### config.mk
export PLATFORM = sky130hd
export DESIGN_NAME = enemy_shot_pool_flat
export DESIGN_NICKNAME = d
export VERILOG_FILES = /design/src/rtl/enemy_shot_pkg.sv /design/src/rtl/enemy_shot_if.sv /design/src/rtl/enemy_shot_slot.sv /design/src/rtl/enemy_shot_pool.sv /design/src/flat_wrapper.sv
export SDC_FILE = /design/constraint.sdc
export NUM_CORES = 1
export LEC_CHECK = 0
export BUFFER_PORTS_ARGS = -buffer_cell sky130_fd_sc_hd__clkbuf_2
export CORE_ASPECT_RATIO = 0.75
export CORE_UTILIZATION = 40
export DETAILED_ROUTE_END_ITERATION = 16
export PLACE_DENSITY = 0.57
export SLEW_MARGIN = 25
export SYNTH_ARGS = -nofsm -noshare
export SYNTH_HDL_FRONTEND = slang
export SYNTH_SLANG_ARGS = --single-unit
### constraint.sdc
create_clock -name clk -period 7.25 [get_ports clk]
set_clock_uncertainty 0.1 [all_clocks]
set_input_delay 1.8125 -clock clk [delete_from_list [all_inputs] [get_ports clk]]
set_output_delay 1.8125 -clock clk [all_outputs]
set_load 0.005 [all_outputs]
### src/rtl/enemy_shot_pkg.sv
// Shared constants and types for the enemy projectile engine.
`timescale 1ns/1ps
package enemy_shot_pkg;

    localparam int FIXED_POINT_MULTIPLIER = 64;
    localparam int FP_SHIFT               = 6;
    localparam int SCREEN_HEIGHT          = 480;

    typedef enum logic {
        IDLE   = 1'b0,
        FLYING = 1'b1
    } slot_state_t;

    // Smallest counter width that can hold max_value (never below one bit).
    function automatic int counter_width(input int max_value);
        return (max_value < 2) ? 1 : $clog2(max_value + 1);
    endfunction

endpackage

### src/rtl/enemy_shot_if.sv
// Bus between the enemy shot pool and its environment (enemy matrix, drawing, collision).
`timescale 1ns/1ps
interface enemy_shot_if #(
    parameter int NUM_SHOTS = 4
);
    logic                              startOfFrame;
    logic                              pause;
    logic                              fireRequest;
    logic signed [10:0]                enemy_topLeftX;
    logic signed [10:0]                enemy_topLeftY;
    logic        [NUM_SHOTS-1:0]       shotPlayerCollision;
    logic        [NUM_SHOTS-1:0]       shotBoxCollision;
    logic        [NUM_SHOTS-1:0]       active;
    logic signed [NUM_SHOTS-1:0][10:0] topLeftX;
    logic signed [NUM_SHOTS-1:0][10:0] topLeftY;
    logic                              fireAccepted;
    logic                              playerHit;

    modport master (
        output startOfFrame, pause, fireRequest, enemy_topLeftX, enemy_topLeftY,
               shotPlayerCollision, shotBoxCollision,
        input  active, topLeftX, topLeftY, fireAccepted, playerHit
    );

    modport slave (
        input  startOfFrame, pause, fireRequest, enemy_topLeftX, enemy_topLeftY,
               shotPlayerCollision, shotBoxCollision,
        output active, topLeftX, topLeftY, fireAccepted, playerHit
    );

endinterface

### src/rtl/enemy_shot_slot.sv
// One enemy shot: fixed-point position, downward motion, floor retirement and hit flag.
`timescale 1ns/1ps
module enemy_shot_slot
    import enemy_shot_pkg::*;
#(
    parameter int SPEED   = 96,
    parameter int FLOOR_Y = SCREEN_HEIGHT - 1
) (
    input  logic               clk,
    input  logic               resetN,
    input  logic               frameStrobe,
    input  logic               load,
    input  logic signed [31:0] loadX,
    input  logic signed [31:0] loadY,
    input  logic               playerCollision,
    input  logic               boxCollision,
    output logic               active,
    output logic signed [10:0] topLeftX,
    output logic signed [10:0] topLeftY,
    output logic               hit
);

    localparam logic signed [31:0] FLOOR_FP = 32'(FLOOR_Y * FIXED_POINT_MULTIPLIER);
    localparam logic signed [31:0] STEP_FP  = 32'(SPEED);

    slot_state_t        state;
    logic signed [31:0] x_fp;
    logic signed [31:0] y_fp;
    logic signed [31:0] y_next;

    assign y_next = y_fp + STEP_FP;

    // NOTE: state registers use non-blocking assignments so every flop samples pre-edge values.
    always_ff @(posedge clk or negedge resetN) begin
        if (!resetN) begin
            state <= IDLE;
            x_fp  <= '0;
            y_fp  <= '0;
            hit   <= 1'b0;
        end else begin
            hit <= 1'b0;
            if (state == FLYING) begin
                // A collision on the same edge as a frame step wins over the move.
                if (playerCollision || boxCollision) begin
                    state <= IDLE;
                    hit   <= playerCollision;
                end else if (frameStrobe) begin
                    if (y_next > FLOOR_FP) begin
                        state <= IDLE;
                    end else begin
                        y_fp <= y_next;
                    end
                end
            end else if (load) begin
                state <= FLYING;
                x_fp  <= loadX;
                y_fp  <= loadY;
            end
        end
    end

    assign active   = (state == FLYING);
    assign topLeftX = active ? 11'(x_fp >>> FP_SHIFT) : '0;
    assign topLeftY = active ? 11'(y_fp >>> FP_SHIFT) : '0;

endmodule

### src/rtl/enemy_shot_pool.sv
// Enemy projectile engine: request latch, fire cooldown, slot allocation and hit reporting.
`timescale 1ns/1ps
module enemy_shot_pool
    import enemy_shot_pkg::*;
#(
    parameter int NUM_SHOTS       = 4,
    parameter int SPEED           = 96,
    parameter int COOLDOWN_FRAMES = 20,
    parameter int SPAWN_OFFSET_Y  = 32,
    parameter int FLOOR_Y         = SCREEN_HEIGHT - 1
) (
    input  logic        clk,
    input  logic        resetN,
    enemy_shot_if.slave bus
);

    localparam int CD_W = counter_width(COOLDOWN_FRAMES);

    logic                  pending;
    logic signed [10:0]    req_x;
    logic signed [10:0]    req_y;
    logic [CD_W-1:0]       cooldown;
    logic                  fire_service;
    logic                  frame_step;
    logic                  found;
    logic [NUM_SHOTS-1:0]  load_vec;
    logic [NUM_SHOTS-1:0]  slot_active;
    logic [NUM_SHOTS-1:0]  slot_hit;
    logic [NUM_SHOTS-1:0][10:0] slot_x;
    logic [NUM_SHOTS-1:0][10:0] slot_y;
    logic signed [31:0]    spawn_x_fp;
    logic signed [31:0]    spawn_y_fp;
    logic                  fire_accepted;

    assign frame_step   = bus.startOfFrame && !bus.pause;
    assign fire_service = pending && (cooldown == '0) && !(&slot_active) && !bus.pause;

    assign spawn_x_fp = 32'(req_x) <<< FP_SHIFT;
    assign spawn_y_fp = (32'(req_y) + SPAWN_OFFSET_Y) <<< FP_SHIFT;

    // Lowest-index idle slot, judged on pre-edge state so a retiring slot is not reused yet.
    // NOTE: every variable driven here gets a default first, otherwise synthesis infers latches.
    always_comb begin
        load_vec = '0;
        found    = 1'b0;
        for (int i = 0; i < NUM_SHOTS; i++) begin
            if (!slot_active[i] && !found) begin
                load_vec[i] = fire_service;
                found       = 1'b1;
            end
        end
    end

    // Newest request always wins; one arriving on a service edge becomes the next pending shot.
    always_ff @(posedge clk or negedge resetN) begin
        if (!resetN) begin
            pending <= 1'b0;
            req_x   <= '0;
            req_y   <= '0;
        end else if (bus.fireRequest) begin
            pending <= 1'b1;
            req_x   <= bus.enemy_topLeftX;
            req_y   <= bus.enemy_topLeftY;
        end else if (fire_service) begin
            pending <= 1'b0;
        end
    end

    always_ff @(posedge clk or negedge resetN) begin
        if (!resetN) begin
            cooldown      <= '0;
            fire_accepted <= 1'b0;
        end else begin
            fire_accepted <= fire_service;
            if (fire_service) begin
                cooldown <= CD_W'(COOLDOWN_FRAMES);
            end else if (frame_step && (cooldown != '0)) begin
                cooldown <= cooldown - 1'b1;
            end
        end
    end

    for (genvar i = 0; i < NUM_SHOTS; i++) begin : g_slot
        enemy_shot_slot #(
            .SPEED   (SPEED),
            .FLOOR_Y (FLOOR_Y)
        ) u_slot (
            .clk             (clk),
            .resetN          (resetN),
            .frameStrobe     (frame_step),
            .load            (load_vec[i]),
            .loadX           (spawn_x_fp),
            .loadY           (spawn_y_fp),
            .playerCollision (bus.shotPlayerCollision[i]),
            .boxCollision    (bus.shotBoxCollision[i]),
            .active          (slot_active[i]),
            .topLeftX        (slot_x[i]),
            .topLeftY        (slot_y[i]),
            .hit             (slot_hit[i])
        );
    end

    assign bus.active       = slot_active;
    assign bus.topLeftX     = slot_x;
    assign bus.topLeftY     = slot_y;
    assign bus.fireAccepted = fire_accepted;
    assign bus.playerHit    = |slot_hit;

endmodule

### src/flat_wrapper.sv
// flat-port wrapper written by rule: the top's interface ports become plain ports
module enemy_shot_pool_flat import enemy_shot_pkg::*;
#(
    parameter int NUM_SHOTS       = 4,
    parameter int SPEED           = 96,
    parameter int COOLDOWN_FRAMES = 20,
    parameter int SPAWN_OFFSET_Y  = 32,
    parameter int FLOOR_Y         = SCREEN_HEIGHT - 1
)
  (clk, resetN, bus_startOfFrame, bus_pause, bus_fireRequest, bus_enemy_topLeftX, bus_enemy_topLeftY, bus_shotPlayerCollision, bus_shotBoxCollision, bus_active, bus_topLeftX, bus_topLeftY, bus_fireAccepted, bus_playerHit);
  enemy_shot_if #(.NUM_SHOTS(NUM_SHOTS)) bus_i ();
  input  logic clk;
  input  logic resetN;
  input wire logic [$bits(bus_i.startOfFrame)-1:0] bus_startOfFrame;
  input wire logic [$bits(bus_i.pause)-1:0] bus_pause;
  input wire logic [$bits(bus_i.fireRequest)-1:0] bus_fireRequest;
  input wire logic [$bits(bus_i.enemy_topLeftX)-1:0] bus_enemy_topLeftX;
  input wire logic [$bits(bus_i.enemy_topLeftY)-1:0] bus_enemy_topLeftY;
  input wire logic [$bits(bus_i.shotPlayerCollision)-1:0] bus_shotPlayerCollision;
  input wire logic [$bits(bus_i.shotBoxCollision)-1:0] bus_shotBoxCollision;
  output wire logic [$bits(bus_i.active)-1:0] bus_active;
  output wire logic [$bits(bus_i.topLeftX)-1:0] bus_topLeftX;
  output wire logic [$bits(bus_i.topLeftY)-1:0] bus_topLeftY;
  output wire logic [$bits(bus_i.fireAccepted)-1:0] bus_fireAccepted;
  output wire logic [$bits(bus_i.playerHit)-1:0] bus_playerHit;
  assign bus_i.startOfFrame = bus_startOfFrame;
  assign bus_i.pause = bus_pause;
  assign bus_i.fireRequest = bus_fireRequest;
  assign bus_i.enemy_topLeftX = bus_enemy_topLeftX;
  assign bus_i.enemy_topLeftY = bus_enemy_topLeftY;
  assign bus_i.shotPlayerCollision = bus_shotPlayerCollision;
  assign bus_i.shotBoxCollision = bus_shotBoxCollision;
  assign bus_active = bus_i.active;
  assign bus_topLeftX = bus_i.topLeftX;
  assign bus_topLeftY = bus_i.topLeftY;
  assign bus_fireAccepted = bus_i.fireAccepted;
  assign bus_playerHit = bus_i.playerHit;
  enemy_shot_pool #(.NUM_SHOTS(NUM_SHOTS), .SPEED(SPEED), .COOLDOWN_FRAMES(COOLDOWN_FRAMES), .SPAWN_OFFSET_Y(SPAWN_OFFSET_Y), .FLOOR_Y(FLOOR_Y)) u_core (.clk(clk), .resetN(resetN), .bus(bus_i));
endmodule
==> results_dict.tcl <==
set metrics [dict create \
    status "complete, no violations" \
    crit_path_max_incr_delay_ns 0.81 \
    grt_usage_pct 25.44 \
    power_frac_clock_pct 30.6 \
    holdPathStages 2 \
    hold_violations 0 \
    avgSynthCellArea_um2 8.310 \
    total_leakage_power_nw 5.895 \
    timing.rr.start "u_core.g_slot[1].u_slot.y_fp[5]" \
    numCtsBuffers 17 \
    rsz0062_at_grt "no" \
    nets 1562 \
    crit_chain "clkbuf_2 > nand3b_1 > or3_1 > nand2_1 > nand3_1 > o22ai_1 > or3b_2" \
    die_w_um 204.2 \
    ir_drop_mv 0.1422 \
    layout_common_cells "nand2_1 (229), dfrtp_1 (187), clkbuf_2 (127)" \
    path_depth 7 \
    grt_start_max_net_pins 96 \
    finalCritPeriodShare_pct 61.14 \
    setup_viol 0 \
    synth.distinct_cells 80 \
    pwr_density_cell_mw_per_mm2 227.0 \
    worst_pin_slew_ns 0.9383 \
    final_common_cell "nand2_1" \
    drc 0 \
    max_clock_freq_ghz 0.2256 \
    path_delay_family "simple AND/OR/NAND/NOR gates" \
    crit_buf_inv 1 \
    ys_warn_count 0 \
    drt_wl_total_um 39210 \
    die_area_mm2 0.03138 \
    htree_num_levels 4 \
    seq_area_frac_synth_pct 38.56 \
    postCtsSetupBuffers 0 \
    overflow 0 \
    cp_slowest_cell "or3_1" \
    clkSinkCount 189 \
    cts_resized 0 \
    cp-startpoint "bus_pause" \
    synth-edff-count 0 \
    start_util_pct 40.69 \
    fin_tns_setup_ns 0 \
    r2r_setup_slack_ns 2.93 \
    critPathArrivalTime_ns 4.67 \
    cts.clk_slew.worst_paths_ns 0.08 \
    gp_congestion 0.8810 \
    switching_share_pct 35.35 \
    synthFlopType "dfrtp_1" \
    drt_iter0_markers 1122 \
    worstPathRequired_ns 7.49 \
    drt_first_pass_iters 5 \
    io_buffers 128 \
    avgRoutedWirePerCell_um 20.27 \
    internal-power_mw 2.006 \
    seq_power_share_pct 48.6 \
    hold_buffers 0 \
    viasPerCell 5.953 \
    hp-class "flop to flop" \
    areaGrowthSynthToFinish_pct 11.45 \
    worst-setup-path-type "input pin to flop" \
    antenna_found_initial 3 \
    async_flop_share_pct 100.0 \
    vias 11510 \
    finalCriticalPeriod_ns 4.433 \
    netlist_area_mm2 0.01227 \
    row_count 55 \
    end_kind "flop" \
    syn_inst 1476 \
    relSlewSlack_pct 37.45 \
    coreArea_mm2 0.03014 \
    timing.final.max_slew_violations 0 \
    power_switching_mw 1.097 \
    cts_buffer_depth 2 \
    drv_cap 0 \
    p_comb_share_pct 20.8 \
    postRouteAntennaNets 0 \
    dp_hpwl_um 27000 \
    whs_ns 0.3721 \
    synth_fp_nets 1517 \
    ff2ff_path_depth 12 \
    cts_tree "done" \
    worst_setup_path_start_kind "input pin" \
    crit_fanout 25 \
    grt_pass1_vias 10630 \
    die-height_um 153.7 \
    grt_pass1_wl_um 62040 \
    drive_gt1_share_pct 16.10 \
    cts-root-buf "clkbuf_16" \
    io_pins 129 \
    ys_ff_latch 189 \
    clkLatencyLatePin_ns 0.46 \
    min_from "u_core.g_slot[1].u_slot.x_fp[7]" \
]
final timing paths:
| kind | endpoint |
|---|---|
| min in group asynchronous | u_core.g_slot[2].u_slot.y_fp[24] |
| hold / removal | u_core.g_slot[1].u_slot.x_fp[7] |
| setup reg to reg | u_core.g_slot[1].u_slot.y_fp[15] |
| max in group asynchronous | u_core.g_slot[3].u_slot.x_fp[13] |
| hold reg to reg | u_core.g_slot[1].u_slot.x_fp[7] |
| setup / recovery | u_core.g_slot[2].u_slot.y_fp[18] |
power groups by stage:
stage | registers [mW] | logic [mW] | clock network (mW)
6_report | 1.51 | 0.645 | 0.951
5_1_grt | 1.54 | 0.724 | 1.01
4_1_cts | 1.50 | 0.645 | 0.973
3_5_place_dp | 1.52 | 0.643 | 0
3_3_place_gp | 1.51 | 0.628 | 0
2_1_floorplan | 1.36 | 0.587 | 0
state kept, by name, indices dropped and copies added (netlist names):
register                     cells
u_core.req_x                    11
u_core.g_slot.u_slot.y_fp      108
u_core.cooldown                  5
u_core.g_slot.u_slot.active      4
u_core.pending                   1
u_core.g_slot.u_slot.x_fp       44
u_core.g_slot.u_slot.hit         4
u_core.req_y                    11
u_core.bus.fireAccepted          1
per-stage QoR:
step	setup slack, ns	cell area [um2]	utilization [%]	power [mW]	std cells
4_1_cts	2.786	13650	45.29	3.119	1933
6_report	2.817	13670	45.35	3.103	1934
2_1_floorplan	3.468	12270	-	1.944	1476
3_3_place_gp	2.529	13070	43.37	2.142	1901
5_1_grt	2.657	13670	45.34	3.278	1933
3_5_place_dp	2.424	13070	43.37	2.161	1901
metal layers:
| metal | global-route usage [%] | wire length, um | vias up |
|---|---|---|---|
| li1 | - | - | 5430 |
| met1 | 38.36 | 18970 | 5572 |
| met2 | 34.62 | 15970 | 453 |
| met3 | 6.168 | 3292 | 59 |
| met4 | 9.133 | 974 | 0 |
| met5 | 0 | 0 | - |
worst min-delay path, stage by stage, from the launching register on:
cell and delay, ns:
dfrtp_1 0.34, nand2_1 0.05, nand2_1 0.05
synthesized netlist by cell type, types with 7 or more instances:
library cell  number  area, um2
nand2_1          229      859.6
dfrtp_1          189       4730
and2_1            86      538.0
o21ai_0           85      425.4
clkbuf_1          84      315.3
nor2_1            81      304.0
a21oi_1           79      395.4
nand3_1           53      265.3
nor3_1            41      205.2
inv_1             39      146.4
mux2_2            38      427.9
nand4_1           37      231.5
xnor2_1           27      236.5
and3_1            24      150.1
nor4_1            24      150.1
or3_1             23      143.9
buf_2             20      100.1
a31oi_1           17      106.4
mux2i_1           17      170.2
and4_1            16      140.1
a211oi_1          15      112.6
nand2b_1          14      87.58
o31ai_1           14      105.1
xor2_1            14      122.6
o22ai_1           13      81.33
a32o_1            12      120.1
o2bb2ai_1         10      87.58
or4_1             10      75.07
a21o_1             9      67.56
o2111ai_1          7      61.31
o211ai_1           7      52.55
o22a_1             7      61.31
logic make-up (layout without fill, tap and decap cells):
group	Yosys count	after routing	synth area share, %
mux	55	55	4.876
flops	189	189	38.56
xor+xnor	41	41	2.928
other cells	0	1	0
buf+inv	157	215	5.305
compound gates	351	351	19.30
simple gates	677	677	28.42
fa+ha+maj	6	6	0.6120
area by class of cell:
type	count	area, um2
sequential	189	4732
fill	2949	16470
antenna	1	2.502
clock inverter	11	97.59
multi-input combinational	1130	6929
inverter	39	146.4
clock buffer	21	480.5
timing repair buffer	144	782.0
tap	399	499.2
Power figures use the tool's default switching activity.
